===== src/rtl/calc_pkg.sv =====
// calc_pkg: shared definitions for the calculator sequencing controller.
//   - one-hot opcode constants as seen by the ALU
//   - controller state encoding (also exported on state_dbg)
//   - bit offsets of the fields inside the packed nr_coded word
package calc_pkg;

   localparam logic [3:0] OP_NONE = 4'b0000;
   localparam logic [3:0] OP_ADD  = 4'b0001;
   localparam logic [3:0] OP_SUB  = 4'b0010;
   localparam logic [3:0] OP_MUL  = 4'b0100;
   localparam logic [3:0] OP_DIV  = 4'b1000;

   typedef enum logic [2:0] {
      S_IDLE  = 3'd0,
      S_GET_A = 3'd1,
      S_GET_OP= 3'd2,
      S_GET_B = 3'd3,
      S_ISSUE = 3'd4,
      S_WAIT  = 3'd5,
      S_DONE  = 3'd6
   } state_e;

   // nr_coded = {a, b, opcode}
   localparam int NR_A_LSB  = 8;
   localparam int NR_B_LSB  = 4;
   localparam int NR_OP_LSB = 0;

   function automatic logic is_onehot_op(input logic [3:0] v);
      return (v == OP_ADD) || (v == OP_SUB) || (v == OP_MUL) || (v == OP_DIV);
   endfunction

endpackage


===== src/rtl/calc_lat_timer.sv =====
// calc_lat_timer: loadable up-counter with a terminal-count flag.
//   clk, rst  : clock, synchronous active-high reset
//   clr_i     : force count to 0 (highest priority)
//   load_i    : load count with 1 (first cycle of an operation)
//   en_i      : increment count
//   tc_o      : count equals TC_VAL
module calc_lat_timer #(
   parameter int CNT_W  = 4,
   parameter int TC_VAL = 2
) (
   input  logic clk,
   input  logic rst,
   input  logic clr_i,
   input  logic load_i,
   input  logic en_i,
   output logic tc_o
);

   localparam logic [CNT_W-1:0] TC_W = CNT_W'(TC_VAL);

   logic [CNT_W-1:0] cnt_q, cnt_d;

   always_comb begin
      cnt_d = cnt_q;
      if (clr_i)       cnt_d = '0;
      else if (load_i) cnt_d = CNT_W'(1);
      else if (en_i)   cnt_d = cnt_q + CNT_W'(1);
   end

   always_ff @(posedge clk) begin
      if (rst) cnt_q <= '0;
      else     cnt_q <= cnt_d;
   end

   assign tc_o = (cnt_q == TC_W);

endmodule


===== src/rtl/calc_seq_ctrl.sv =====
// calc_seq_ctrl: key-sequencing controller for the 4-bit calculator ALU.
// Collects operand A, operator, operand B and equals from one-cycle key
// pulses, issues {a,b,opcode} to the ALU on nr_coded, waits ALU_LAT cycles,
// then captures result_in into result_out.
//   clk, rst                 : clock, synchronous active-high reset
//   digit_valid/digit        : digit key pulse and value
//   op_valid/op              : operator key pulse and one-hot opcode
//   eq_valid, clr_valid      : equals / clear key pulses
//   nr_coded                 : {a, b, opcode} to the ALU
//   result_in                : ALU result
//   result_out/result_valid  : captured result for the display
//   busy                     : operation in flight (ISSUE/WAIT)
//   err                      : sticky invalid-operator / divide-by-zero flag
//   state_dbg                : current state encoding
module calc_seq_ctrl
   import calc_pkg::*;
#(
   parameter int ALU_LAT = 2,
   parameter int CNT_W   = 4
) (
   input  logic        clk,
   input  logic        rst,
   input  logic        digit_valid,
   input  logic [3:0]  digit,
   input  logic        op_valid,
   input  logic [3:0]  op,
   input  logic        eq_valid,
   input  logic        clr_valid,
   output logic [11:0] nr_coded,
   input  logic [3:0]  result_in,
   output logic [3:0]  result_out,
   output logic        result_valid,
   output logic        busy,
   output logic        err,
   output logic [2:0]  state_dbg
);

   state_e      state_q, state_d;
   logic [3:0]  a_q, a_d, b_q, b_d, op_q, op_d;
   logic [11:0] nr_q, nr_d;
   logic [3:0]  res_q, res_d;
   logic        rv_q, rv_d, err_q, err_d;
   logic        tmr_clr, tmr_load, tmr_en, tmr_tc;

   calc_lat_timer #(
      .CNT_W  (CNT_W),
      .TC_VAL (ALU_LAT)
   ) u_timer (
      .clk    (clk),
      .rst    (rst),
      .clr_i  (tmr_clr),
      .load_i (tmr_load),
      .en_i   (tmr_en),
      .tc_o   (tmr_tc)
   );

   always_comb begin
      state_d  = state_q;
      a_d      = a_q;
      b_d      = b_q;
      op_d     = op_q;
      nr_d     = nr_q;
      res_d    = res_q;
      rv_d     = rv_q;
      err_d    = err_q;
      tmr_clr  = 1'b0;
      tmr_load = 1'b0;
      tmr_en   = 1'b0;

      if (clr_valid) begin
         // Abandons any in-flight operation; operand fields of nr_coded are
         // left alone but the opcode drops so the ALU reports 0.
         state_d = S_IDLE;
         a_d     = '0;
         b_d     = '0;
         op_d    = OP_NONE;
         res_d   = '0;
         rv_d    = 1'b0;
         err_d   = 1'b0;
         nr_d[NR_OP_LSB +: 4] = OP_NONE;
         tmr_clr = 1'b1;
      end else begin
         // Strict priority eq > op > digit: the highest pulse present is the
         // only one considered, even where it has no effect in this state.
         unique case (state_q)
            S_IDLE, S_DONE: begin
               if (!eq_valid && !op_valid && digit_valid) begin
                  a_d     = digit;
                  rv_d    = 1'b0;
                  err_d   = 1'b0;
                  state_d = S_GET_A;
               end
            end
            S_GET_A, S_GET_OP: begin
               if (eq_valid) begin
                  // ignored
               end else if (op_valid) begin
                  if (is_onehot_op(op)) begin
                     op_d    = op;
                     state_d = S_GET_OP;
                  end else begin
                     err_d = 1'b1;
                  end
               end else if (digit_valid) begin
                  if (state_q == S_GET_A) begin
                     a_d = digit;
                  end else begin
                     b_d     = digit;
                     state_d = S_GET_B;
                  end
               end
            end
            S_GET_B: begin
               if (eq_valid) begin
                  if (op_q == OP_DIV && b_q == 4'd0) begin
                     err_d   = 1'b1;
                     res_d   = '0;
                     rv_d    = 1'b1;
                     state_d = S_DONE;
                  end else begin
                     state_d = S_ISSUE;
                  end
               end else if (!op_valid && digit_valid) begin
                  b_d = digit;
               end
            end
            S_ISSUE: begin
               nr_d     = {a_q, b_q, op_q};
               tmr_load = 1'b1;
               state_d  = S_WAIT;
            end
            S_WAIT: begin
               if (tmr_tc) begin
                  res_d   = result_in;
                  rv_d    = 1'b1;
                  nr_d[NR_OP_LSB +: 4] = OP_NONE;
                  state_d = S_DONE;
               end else begin
                  tmr_en = 1'b1;
               end
            end
            default: state_d = S_IDLE;
         endcase
      end
   end

   always_ff @(posedge clk) begin
      if (rst) begin
         state_q <= S_IDLE;
         a_q     <= '0;
         b_q     <= '0;
         op_q    <= OP_NONE;
         nr_q    <= '0;
         res_q   <= '0;
         rv_q    <= 1'b0;
         err_q   <= 1'b0;
      end else begin
         state_q <= state_d;
         a_q     <= a_d;
         b_q     <= b_d;
         op_q    <= op_d;
         nr_q    <= nr_d;
         res_q   <= res_d;
         rv_q    <= rv_d;
         err_q   <= err_d;
      end
   end

   assign nr_coded     = nr_q;
   assign result_out   = res_q;
   assign result_valid = rv_q;
   assign err          = err_q;
   assign busy         = (state_q == S_ISSUE) || (state_q == S_WAIT);
   assign state_dbg    = state_q;

endmodule


===== config.mk =====
export PLATFORM = sky130hd
export DESIGN_NAME = calc_seq_ctrl
export DESIGN_NICKNAME = d
export VERILOG_FILES = /design/src/rtl/calc_pkg.sv /design/src/rtl/calc_lat_timer.sv /design/src/rtl/calc_seq_ctrl.sv
export SDC_FILE = /design/constraint.sdc
export NUM_CORES = 1
export LEC_CHECK = 0
export BUFFER_PORTS_ARGS = -buffer_cell sky130_fd_sc_hd__buf_2
export CELL_PAD_IN_SITES_DETAIL_PLACEMENT = 0
export CELL_PAD_IN_SITES_GLOBAL_PLACEMENT = 1
export CORE_ASPECT_RATIO = 1.4
export CORE_UTILIZATION = 30
export CTS_CLUSTER_DIAMETER = 80
export DETAILED_ROUTE_END_ITERATION = 8
export PLACE_DENSITY_LB_ADDON = 0.1
export SLEW_MARGIN = 20
export SYNTH_ARGS = -nofsm -noshare
export SYNTH_HDL_FRONTEND = slang
export SYNTH_SLANG_ARGS = --single-unit

===== constraint.sdc =====
create_clock -name clk -period 2.51 [get_ports clk]
set_input_delay 0.251 -clock clk [delete_from_list [all_inputs] [get_ports clk]]
set_output_delay 0.251 -clock clk [all_outputs]
set_load 0.01 [all_outputs]

==> results.tsv <==
stage	metric	value	unit
clock_network	TritonCTS clock tree	yes	
floorplanning	Std-Cell Core Area	5605	µm²
detailed_routing	vias after detailed routing	1530	
worst_setup_path	beginning of the worst register-to-register path	state_dbg[1]	
yosys	average footprint of a synthesized cell	8.684	µm²
floorplanning	Die ar.	6191	µm²
pwr	Power Density	498.1	nW/µm²
run_status	outcome	finished, final reports clean	
pwr	switching portion of total power	23.28	%
layout	Layout fillers	647	
floorplanning	x dimension of the die	66.79	µm
worst_setup_path	data required time of the critical path	2720	ps
yosys	Yosys top cell by area	sky130_fd_sc_hd__dfxtp_1	
clock_network	clock slew at reported path FFs	70	ps
timing	relative max-transition margin	59.73	%
worst_setup_path	start point of the critical path	state_dbg[1]	
layout	Multi-input gate area	948.4	µm²
worst_setup_path	kind of critical path	flip-flop to flip-flop	
global_route	GRT Residual Overflow	0	
yosys	ys flop type	sky130_fd_sc_hd__dfxtp_1	
pwr	Clk pwr share	37.0	%
timing	number of endpoints with negative hold slack in the final report	0	
placed_design	GPL Wtd Cong	0.7444	
clock_network	Root Buffer Master	sky130_fd_sc_hd__clkbuf_8	
timing	Post-Route Setup TNS	0	ps
pwr	Worst IR Drop VDD	0.3408	mV
pwr	net switching power	0.2417	mW
detailed_routing	vias per inst	4.984	
timing	setup repair after global routing missed its margin	no	
layout	layout overhead on the synthesized area	18.24	%
worst_hold_path	worst hold-check path type	input port to flip-flop	
worst_setup_path	element type at the critical path start	flip-flop	
layout	fraction of final layout cells sized beyond drive strength 1	24.27	%
pwr	Flop pwr share	56.8	%
timing	Period minus WS final	1988	ps
floorplanning	Initial Util	31.45	%
clock_network	post-CTS setup-driven buffer insertion count	0	
floorplanning	Placement Rows	32	
yosys	Seq/Total Area, Yosys	42.02	%
worst_hold_path	source of the worst hold timing path	digit[0]	
yosys	Cell Area, Synth	1763	µm²
worst_setup_path	number of cells on the worst reg-to-reg path	5	
placed_design	IO buf count	39	
yosys	Net Count, Synth	223	
worst_setup_path	kind of end point of the critical path	flip-flop	
pwr	combinational share of power	6.2	%
timing	transition time at the pin with the least slew margin	597.7	ps
layout	number of inserted diodes	0	
pwr	reported leakage power	0.8143	nW
worst_setup_path	Crit path arrival time	2200	ps
global_route	wire length of the first global-routing pass	7.079	mm
timing	worst-case clock skew	6.766	ps
worst_setup_path	worst flop-to-flop path endpoint	state_dbg[1]	
floorplanning	number of I/O pins	40	
detailed_routing	post-route ant nets	0	
global_route	maximum number of pins on one net before global-route repair	25	
timing	crit share post-route	79.20	%
job	total of max-cap violations	0	
yosys	ranking of synthesized cells by instance count	sky130_fd_sc_hd__dfxtp_1, sky130_fd_sc_hd__nand2_1, sky130_fd_sc_hd__nor2_1	
layout	area of all placed cells without fillers	2085	µm²
detailed_routing	DRC violations left	0	
detailed_routing	Routed Wire Length	4.244	mm
yosys	synthesis-stage register bit count	37	
global_route	antenna violations before repair	0	
clock_network	maximum level of the CTS H-tree	2	
worst_setup_path	crit path max fanout	17	
floorplanning	floorplan die height	92.70	µm
clock_network	CTS Hold Buffers Added	0	
global_route	Total GRT Usage	15.06	%
clock_network	maximum buffer depth of the clock tree	2	
placed_design	detailed placement HPWL	3.102	mm
clock_network	quantity of gates resized following cts	0	
yosys	Syn. warnings	0	
timing	Max Transition Viols Final	0	
pwr	Cell Int Power	0.7966	mW
layout	Reg area	740.7	µm²
clock_network	total CTS buffers	5	
worst_setup_path	Critical path destination	state_dbg[1]	
layout	net count of the finished layout	260	
yosys	unique cell type count in the Yosys netlist	47	
yosys	count of flip-flops with a built-in enable after synthesis	0	
yosys	instance count of the mapped netlist	203	
global_route	vias in the first global route	1474	
detailed_routing	drt first pass iters	4	
yosys	dominant cells by area after synthesis	sky130_fd_sc_hd__dfxtp_1, sky130_fd_sc_hd__mux2i_1, sky130_fd_sc_hd__nand2_1, sky130_fd_sc_hd__nor2_1, sky130_fd_sc_hd__a21oi_1	
clock_network	clock insertion delay at the later pin of the skew report	290	ps
yosys	share of flip-flops with an asynchronous set or reset	0	%
placed_design	cell area after placement	2011	µm²
timing	number of setup violations in the final report	0	
detailed_routing	number of DRC markers in iteration 0	44	
yosys	most instantiated library cell after synthesis	sky130_fd_sc_hd__dfxtp_1	
yosys	area share of the largest cell type after synthesis	42.02	%
worst_setup_path	r2r setup slk	520	ps
detailed_routing	post-detailed-route wirelength per cell	13.82	µm
timing	peak clock frequency supported by timing	503.0	MHz
clock_network	clock sink count	37	
## cell usage in the layout, fill, tap and decap left out, types with 3 or more instances in the layout
cell | synthesis | routed
sky130_fd_sc_hd__nand2b_1 | 8 | 8
sky130_fd_sc_hd__nand2_1 | 26 | 26
sky130_fd_sc_hd__inv_1 | 3 | 3
sky130_fd_sc_hd__dfxtp_1 | 37 | 37
sky130_fd_sc_hd__buf_4 | 2 | 3
sky130_fd_sc_hd__clkbuf_8 | 0 | 5
sky130_fd_sc_hd__buf_2 | 2 | 39
sky130_fd_sc_hd__nor2_1 | 26 | 26
sky130_fd_sc_hd__a21oi_1 | 17 | 17
sky130_fd_sc_hd__nor2b_1 | 3 | 3
sky130_fd_sc_hd__nand4_1 | 7 | 7
sky130_fd_sc_hd__mux2i_1 | 13 | 13
sky130_fd_sc_hd__a22oi_1 | 4 | 4
sky130_fd_sc_hd__o21ai_0 | 3 | 3
sky130_fd_sc_hd__or3_1 | 3 | 3
## stage by stage
step	hold WS [ps]	cells	total power, mW	setup slack (ps)	util, %
2_1_floorplan	394.9	203	0.6414	766.1	-
3_3_place_gp	442.2	301	0.6688	524.6	35.87
3_5_place_dp	446.9	301	0.6682	538.6	35.87
4_1_cts	215.6	307	1.056	523.0	37.19
5_1_grt	224.4	307	1.082	331.6	37.19
6_report	215.7	307	1.038	522.1	37.19
## state kept, by name, summed over array words and instances (netlist names), 3 cells and up
signal,count
state_dbg,3
u_timer.cnt_q,4
result_out,4
b_q,4
a_q,4
nr_coded,12
op_q,4
## power groups by stage
stage	Sequential, mW	Combinational [mW]	Clock (mW)
6_report	0.589	0.0645	0.384
5_1_grt	0.589	0.0714	0.422
4_1_cts	0.589	0.0656	0.402
3_5_place_dp	0.603	0.0655	0
3_3_place_gp	0.603	0.0659	0
2_1_floorplan	0.603	0.0385	0
## logic make-up after synthesis
| group | synth area share [%] |
|---|---|
| adder cells (fa/ha/maj) | 1.419 |
| AND/OR/NAND/NOR | 25.83 |
| XOR/XNOR | 2.910 |
| flip-flops | 42.02 |
| AO/OA/AOI/OAI | 16.25 |
| multiplexers | 7.381 |
| buffers and inverters | 4.187 |
## critical path, stage by stage, from the launching register on
cell                       delay [ps]
sky130_fd_sc_hd__dfxtp_1          680
sky130_fd_sc_hd__nand2b_1         170
sky130_fd_sc_hd__a21o_1           240
sky130_fd_sc_hd__a21bo_1          230
sky130_fd_sc_hd__or4_1            470
sky130_fd_sc_hd__a21oi_1          120
## worst min-delay path by stage
stage | endpoint | slack [ps] | cells after the start
final | b_q[0] | 220 | 3
after global routing | a_q[1] | 220 | 3
after CTS | b_q[0] | 220 | 3
after detailed placement | nr_coded[4] | 450 | 2
after global placement | nr_coded[11] | 440 | 2
after floorplan | b_q[0] | 390 | 2
## layout make-up
| type | count | share of cell area (%) |
|---|---|---|
| Timing Repair Buffer | 42 | 10.44 |
| Multi-Input combinational cell | 149 | 45.50 |
| Inverter | 5 | 0.9004 |
| Clock inverter | 1 | 0.2401 |
| Sequential cell | 37 | 35.53 |
| Clock buffer | 5 | 3.301 |
| Tap cell | 68 | 4.082 |
## routing by layer
layer / part of all wire (%) / vias up / global-route usage, %
li1: - / 789 / -
met1: 48 / 707 / 19.27
met2: 47 / 27 / 24.33
met3: 3.1 / 7 / 2.956
met4: 1.8 / 0 / 5.851
met5: 0 / - / 0
(Power assumes the default switching activity.)
